File: config.mk
export PLATFORM = sky130hd
export DESIGN_NAME = qmul_seq
export DESIGN_NICKNAME = d
export VERILOG_FILES = /design/src/rtl/qmul_pkg.sv /design/src/rtl/qmul_h4.sv /design/src/rtl/qmul_seq.sv
export SDC_FILE = /design/constraint.sdc
export NUM_CORES = 2
export LEC_CHECK = 0
export CAP_MARGIN = 20
export CORE_MARGIN = 10
export CORE_UTILIZATION = 52
export DETAILED_ROUTE_END_ITERATION = 10
export PLACE_DENSITY = 0.72
export SLEW_MARGIN = 10
export SYNTH_ARGS = -nofsm -noshare
export SYNTH_HDL_FRONTEND = slang
export SYNTH_SLANG_ARGS = --single-unit
File: constraint.sdc
create_clock -name clk -period 13.65 [get_ports clk]
set_clock_uncertainty 0.15 [all_clocks]
set_input_delay 2.0475 -clock clk [delete_from_list [all_inputs] [get_ports clk]]
set_output_delay 2.0475 -clock clk [all_outputs]
set_load 0.01 [all_outputs]
File: src/rtl/qmul_pkg.sv
// Shared types and widths for the sequential quaternion multiplier.
package qmul_pkg;

  localparam int OPW        = 16;  // operand component width (unsigned)
  localparam int HW         = 19;  // Hadamard-transformed operand width (signed)
  localparam int PW         = 38;  // multiplier product width (signed)
  localparam int SW         = 40;  // Hadamard transform of the products (signed)
  localparam int CW         = 37;  // result component width (signed)
  localparam int MUL_CYCLES = 8;
  localparam int KW         = $clog2(MUL_CYCLES);

  typedef enum logic [1:0] {
    IDLE,
    MUL,
    COMB,
    DONE
  } state_e;

  // Zero-extend an unsigned operand component into a signed multiplier input.
  function automatic logic signed [HW-1:0] zext_op(input logic [OPW-1:0] x);
    return signed'({{(HW-OPW){1'b0}}, x});
  endfunction

endpackage

File: src/rtl/qmul_h4.sv
// Four-point Hadamard transform of a signed vector; grows two bits so no sum truncates.
module qmul_h4 #(
  parameter int IW = 17,
  parameter int OW = IW + 2
) (
  input  logic signed [IW-1:0] x0_i,
  input  logic signed [IW-1:0] x1_i,
  input  logic signed [IW-1:0] x2_i,
  input  logic signed [IW-1:0] x3_i,
  output logic signed [OW-1:0] h0_o,
  output logic signed [OW-1:0] h1_o,
  output logic signed [OW-1:0] h2_o,
  output logic signed [OW-1:0] h3_o
);

  logic signed [OW-1:0] x0_e, x1_e, x2_e, x3_e;
  logic signed [OW-1:0] sum02, sum13, dif02, dif13;

  assign x0_e = {{(OW-IW){x0_i[IW-1]}}, x0_i};
  assign x1_e = {{(OW-IW){x1_i[IW-1]}}, x1_i};
  assign x2_e = {{(OW-IW){x2_i[IW-1]}}, x2_i};
  assign x3_e = {{(OW-IW){x3_i[IW-1]}}, x3_i};

  // Butterfly: shared partial sums/differences, then the four outputs.
  assign sum02 = x0_e + x2_e;
  assign sum13 = x1_e + x3_e;
  assign dif02 = x0_e - x2_e;
  assign dif13 = x1_e - x3_e;

  assign h0_o = sum02 + sum13;
  assign h1_o = sum02 - sum13;
  assign h2_o = dif02 + dif13;
  assign h3_o = dif02 - dif13;

endmodule

File: src/rtl/qmul_seq.sv
// Sequential quaternion multiplier: eight products on one shared 19x19 multiplier,
// recombined through Hadamard transforms. Result appears 10 cycles after accept.
module qmul_seq
  import qmul_pkg::*;
(
  input  logic                  clk,
  input  logic                  rst,
  input  logic                  in_valid,
  output logic                  in_ready,
  input  logic [OPW-1:0]        a0,
  input  logic [OPW-1:0]        a1,
  input  logic [OPW-1:0]        a2,
  input  logic [OPW-1:0]        a3,
  input  logic [OPW-1:0]        b0,
  input  logic [OPW-1:0]        b1,
  input  logic [OPW-1:0]        b2,
  input  logic [OPW-1:0]        b3,
  output logic                  out_valid,
  input  logic                  out_ready,
  output logic signed [CW-1:0]  c0,
  output logic signed [CW-1:0]  c1,
  output logic signed [CW-1:0]  c2,
  output logic signed [CW-1:0]  c3,
  output logic                  busy
);

  state_e               state_q;
  logic [KW-1:0]        k_q;
  logic                 in_ready_q;
  logic                 out_valid_q;
  logic                 comb_ph_q;   // COMB takes two cycles: 0 = register s, 1 = register c
  logic                 accept;

  logic [OPW-1:0]       a_q [4];
  logic [OPW-1:0]       b_q [4];
  logic signed [HW-1:0] p_h [4];
  logic signed [HW-1:0] q_h [4];
  logic signed [HW-1:0] p_q [4];
  logic signed [HW-1:0] q_q [4];
  logic signed [PW-1:0] r_q [4];
  logic signed [PW-1:0] o_q [4];
  logic signed [SW-1:0] s_h [4];
  logic signed [SW-1:0] s_q [4];
  logic signed [SW-1:0] t_v [4];
  logic signed [SW-1:0] o2_v [4];
  logic signed [CW-1:0] c_d [4];
  logic signed [CW-1:0] c_q [4];

  logic signed [HW-1:0] mul_a, mul_b;
  logic signed [PW-1:0] prod;

  assign accept = (state_q == IDLE) && in_ready_q && in_valid;

  qmul_h4 #(.IW(OPW+1), .OW(HW)) u_h_a (
    .x0_i({1'b0, a0}), .x1_i({1'b0, a1}), .x2_i({1'b0, a2}), .x3_i({1'b0, a3}),
    .h0_o(p_h[0]),     .h1_o(p_h[1]),     .h2_o(p_h[2]),     .h3_o(p_h[3])
  );

  qmul_h4 #(.IW(OPW+1), .OW(HW)) u_h_b (
    .x0_i({1'b0, b0}), .x1_i({1'b0, b1}), .x2_i({1'b0, b2}), .x3_i({1'b0, b3}),
    .h0_o(q_h[0]),     .h1_o(q_h[1]),     .h2_o(q_h[2]),     .h3_o(q_h[3])
  );

  qmul_h4 #(.IW(PW), .OW(SW)) u_h_r (
    .x0_i(r_q[0]), .x1_i(r_q[1]), .x2_i(r_q[2]), .x3_i(r_q[3]),
    .h0_o(s_h[0]), .h1_o(s_h[1]), .h2_o(s_h[2]), .h3_o(s_h[3])
  );

  // Multiplier operand select: k=0..3 transformed pairs, k=4..7 cross terms.
  always_comb begin
    // NOTE: defaults first so every path assigns mul_a/mul_b and no latch is inferred.
    mul_a = '0;
    mul_b = '0;
    if (!k_q[2]) begin
      mul_a = p_q[k_q[1:0]];
      mul_b = q_q[k_q[1:0]];
    end else begin
      case (k_q[1:0])
        2'd0:    begin mul_a = zext_op(a_q[0]); mul_b = zext_op(b_q[0]); end
        2'd1:    begin mul_a = zext_op(b_q[2]); mul_b = zext_op(a_q[3]); end
        2'd2:    begin mul_a = zext_op(b_q[3]); mul_b = zext_op(a_q[1]); end
        default: begin mul_a = zext_op(b_q[1]); mul_b = zext_op(a_q[2]); end
      endcase
    end
  end

  assign prod = PW'(mul_a) * PW'(mul_b);

  // Recombination: t = s/4 (exact, s is a multiple of 4), o terms doubled.
  always_comb begin
    for (int i = 0; i < 4; i++) begin
      t_v[i]  = s_q[i] >>> 2;
      o2_v[i] = {o_q[i][PW-1], o_q[i], 1'b0};
    end
    c_d[0] = CW'(o2_v[0] - t_v[0]);
    c_d[1] = CW'(t_v[1] - o2_v[1]);
    c_d[2] = CW'(t_v[2] - o2_v[2]);
    c_d[3] = CW'(t_v[3] - o2_v[3]);
  end

  // Datapath capture: operands on accept, one product per MUL cycle, s in first COMB cycle.
  // NOTE: datapath registers carry no reset; each is written before the FSM lets it be read.
  always_ff @(posedge clk) begin
    if (accept) begin
      a_q <= '{a0, a1, a2, a3};
      b_q <= '{b0, b1, b2, b3};
      p_q <= p_h;
      q_q <= q_h;
    end
    if (state_q == MUL) begin
      if (!k_q[2]) r_q[k_q[1:0]] <= prod;
      else         o_q[k_q[1:0]] <= prod;
    end
    if (state_q == COMB && !comb_ph_q) begin
      s_q <= s_h;
    end
  end

  // Control FSM with registered handshake outputs and result registers.
  // NOTE: non-blocking assignments throughout so every branch sees pre-edge state.
  always_ff @(posedge clk or posedge rst) begin
    if (rst) begin
      state_q     <= IDLE;
      k_q         <= '0;
      in_ready_q  <= 1'b0;
      out_valid_q <= 1'b0;
      comb_ph_q   <= 1'b0;
      for (int i = 0; i < 4; i++) c_q[i] <= '0;
    end else begin
      unique case (state_q)
        IDLE: begin
          if (accept) begin
            state_q    <= MUL;
            k_q        <= '0;
            in_ready_q <= 1'b0;
          end else begin
            in_ready_q <= 1'b1;
          end
        end
        MUL: begin
          k_q <= k_q + 1'b1;
          if (k_q == KW'(MUL_CYCLES - 1)) begin
            state_q   <= COMB;
            comb_ph_q <= 1'b0;
          end
        end
        COMB: begin
          if (!comb_ph_q) begin
            comb_ph_q <= 1'b1;
          end else begin
            comb_ph_q   <= 1'b0;
            c_q         <= c_d;
            out_valid_q <= 1'b1;
            state_q     <= DONE;
          end
        end
        DONE: begin
          if (out_ready) begin
            out_valid_q <= 1'b0;
            in_ready_q  <= 1'b1;
            state_q     <= IDLE;
          end
        end
        default: state_q <= IDLE;
      endcase
    end
  end

  assign in_ready  = in_ready_q;
  assign out_valid = out_valid_q;
  assign busy      = (state_q != IDLE);
  assign c0        = c_q[0];
  assign c1        = c_q[1];
  assign c2        = c_q[2];
  assign c3        = c_q[3];

endmodule

==> metrics.yaml <==
sta:
  grt_setup_unrepaired: "no"
  layout_min_cycle_time_ns: 10.97
  final.period_utilization_pct: 80.4
  worst-slew-pin-transition_ns: 1.18
  drv_slew: 0
  fmax_mhz: 91.1
  report.final.hold_viol_count: 0
  totalNegativeSetupSlack_ns: 0
  setup_viol: 0
  slew-limit-headroom_pct: 20.5
place:
  hpwlAfterDp_mm: 156
  io_buffers: 282
  place.gp.congestion: 0.923
clock_network:
  htreeDepth: 3
  cts_hold_fix_bufs: 0
  cts_buffers: 96
  sink_count_of_the_clock_tree: 874
  clkSlewWorstSetupHoldPaths_ns: 0.07
  cts_tree: "done"
  post_cts_buffers: 0
  cts.root.buffer_cell: "sky130_fd_sc_hd__clkbuf_16"
  cts_max_path_buffers: 3
  post_cts.resized_instances: 0
  insertion_delay_ns: 0.73
grt:
  grt_pass1_vias: 54600
  global_route_wire_length_before_repair_mm: 299
  gr-usage-all-layers_pct: 24.0
  pin_count_of_the_biggest_net_entering_global_routing: 122
  globalRoute.totalOverflow: 0
  antenna_found_initial: 1
floorplan:
  chipWidth_um: 397
  fp.dieH_um: 397
  num_ports: 283
  die_area_um2: 158000
  rows: 138
  initial_utilization_pct: 52.3
  fp.coreArea_um2: 142000
outcome:
  status: "completed"
logic_synthesis:
  netlist-cell-type-count: 112
  netlist_instances: 7449
  synth.top_cell.area_share_pct: 29.1
  synth-warning-count: 0
  total_nets_after_synthesis: 8800
  netlist.top_cell.by_area: "sky130_fd_sc_hd__edfxtp_1"
  ys_ff_latch: 874
  synth-async-reset-ratio_pct: 17.8
  yosys_most_used_dff: "sky130_fd_sc_hd__edfxtp_1"
  synth-edff-count: 718
  post-synth-top-count-cell: "sky130_fd_sc_hd__inv_1"
  syn-cell-area_um2: 74100
  syn_area_per_cell_um2: 9.95
  dominant_cells_by_area_after_synthesis: "sky130_fd_sc_hd__edfxtp_1 29%, sky130_fd_sc_hd__ha_1 14%, sky130_fd_sc_hd__fa_1 11%, sky130_fd_sc_hd__inv_1 5.5%, sky130_fd_sc_hd__dfrtp_1 5.3%"
  synth.cells.most_frequent: "1095 x sky130_fd_sc_hd__inv_1, 826 x sky130_fd_sc_hd__ha_1, 718 x sky130_fd_sc_hd__edfxtp_1"
  synth_seq_area_share_pct: 34.4
setup_path:
  critical_path_arrival_ns: 11.24
  cpMostUsedCell: "sky130_fd_sc_hd__fa_1"
  worstSetupPathType: "flip-flop to flip-flop"
  cp_slowest_stage_delay_ns: 0.80
  crit_path_start_kind: "flip-flop"
  endpoint_kind: "flip-flop"
  critPathSlowestCell: "sky130_fd_sc_hd__mux2i_1"
  worst-endpoint-required_ns: 13.92
  critical_path_fanout_max: 39
layout:
  post_route_cells_drive_above_1_share_pct: 4.83
  finalNetCount: 9008
  multi_input_comb_area_um2: 43700
  fillCellCount: 12100
  seq_area_um2: 25500
  flow.area_growth_from_synthesis_pct: 10.9
  final_util_pct: 58.0
routing:
  vias_per_cell: 5.54
  drt_wl_total_mm: 193
  routedWlPerCell_um: 20.0
  1st_pass_router_iterations: 7
  detailroute.via_count: 53300
  detailedRoute.firstIterationViolations: 3677
  drt.antenna.violating_nets: 0
  drc: 0
flow_run:
  max_cap_violations: 0
hold_path:
  hold_path.class: "flip-flop to flip-flop"
==> sequential cells by signal, indices dropped and copies added, names as in the netlist <==
register	flops
a_q	64
b_q	64
c0	37
c1	37
c2	37
c3	37
comb_ph_q	1
in_ready	1
k_q	3
o_q	144
out_valid	1
p_q	73
q_q	73
r_q	152
s_q	148
state_q	2
==> cells by family (layout without fill, tap and decap cells) <==
group	after synthesis	in the layout	synth area share, %
compound gates	1591	1591	14.2
simple gates	1715	1715	10.7
buf+inv	1313	1605	6.70
xor+xnor	641	641	7.59
mux	96	96	1.93
fa+ha+maj	1219	1219	24.6
other cells	0	2	0
flops	874	874	34.4
==> layer usage <==
metal / wire length, µm / vias to the layer above / track usage [%] / part of all wire [%]
met2: 93000 / 1508 / 41.7 / 48
met5: 0 / - / 0 / 0
li1: - / 25700 / - / -
met1: 82900 / 25800 / 30.8 / 43
met4: 6780 / 0 / 8.37 / 3.5
met3: 10100 / 329 / 2.73 / 5.2
==> path summary, 6_finish.rpt <==
path | from | to | slack (ns) | depth (start not counted)
worst max-delay path | k_q[0] | r_q[0][37] | 2.68 | 32
worst min-delay path | s_q[42] | c2[0] | 0.28 | 2
worst max register to register | k_q[0] | r_q[0][37] | 2.68 | 32
worst min register to register | s_q[42] | c2[0] | 0.28 | 2
max in group asynchronous | rst | c3[36] | 10.27 | 3
min in group asynchronous | rst | c0[18] | 1.72 | 2
==> area by class of cell <==
type / count / share of cell area, %
timing repair buffer: 326 / 3.83
antenna: 2 / 0.00609
multi-input combinational: 5262 / 53.2
sequential: 874 / 31.0
tap: 1890 / 2.88
clock buffer: 113 / 3.09
inverter: 1097 / 5.03
clock inverter: 69 / 0.990
==> placed cells by master (no fill, tap or decap), drive strengths merged, types with 282 or more instances in the layout <==
cell	instances
inv	1103
ha	826
edfxtp	718
nor2	593
nand2	499
a21oi	463
xnor2	440
fa	393
o21ai	376
clkdlybuf4s50	282
==> per-stage QoR <==
step	hold WS [ns]	cells	setup slack, ns	cell area, µm²
6_report	0.285	9633	2.68	82200
5_1_grt	0.314	9631	1.86	82200
4_1_cts	0.291	9628	2.57	82100
3_5_place_dp	0.277	9446	2.57	78800
3_3_place_gp	0.273	9445	2.74	78800
2_1_floorplan	0.265	7449	4.04	74100
==> worst max-delay path: cells and delay by family (launching register included) <==
family                   cells  cell delay (ns)
AO/OA/AOI/OAI               11             2.95
XOR/XNOR                     1             0.16
adder cells (fa/ha/maj)      9             4.19
buffers and inverters        7             1.46
flip-flops                   1             0.34
multiplexers                 1             0.80
AND/OR/NAND/NOR              3             0.60
Power is left out: the tool's default activity adds up to more than one toggle a clock period on the data nets, which glitch-free logic cannot reach.
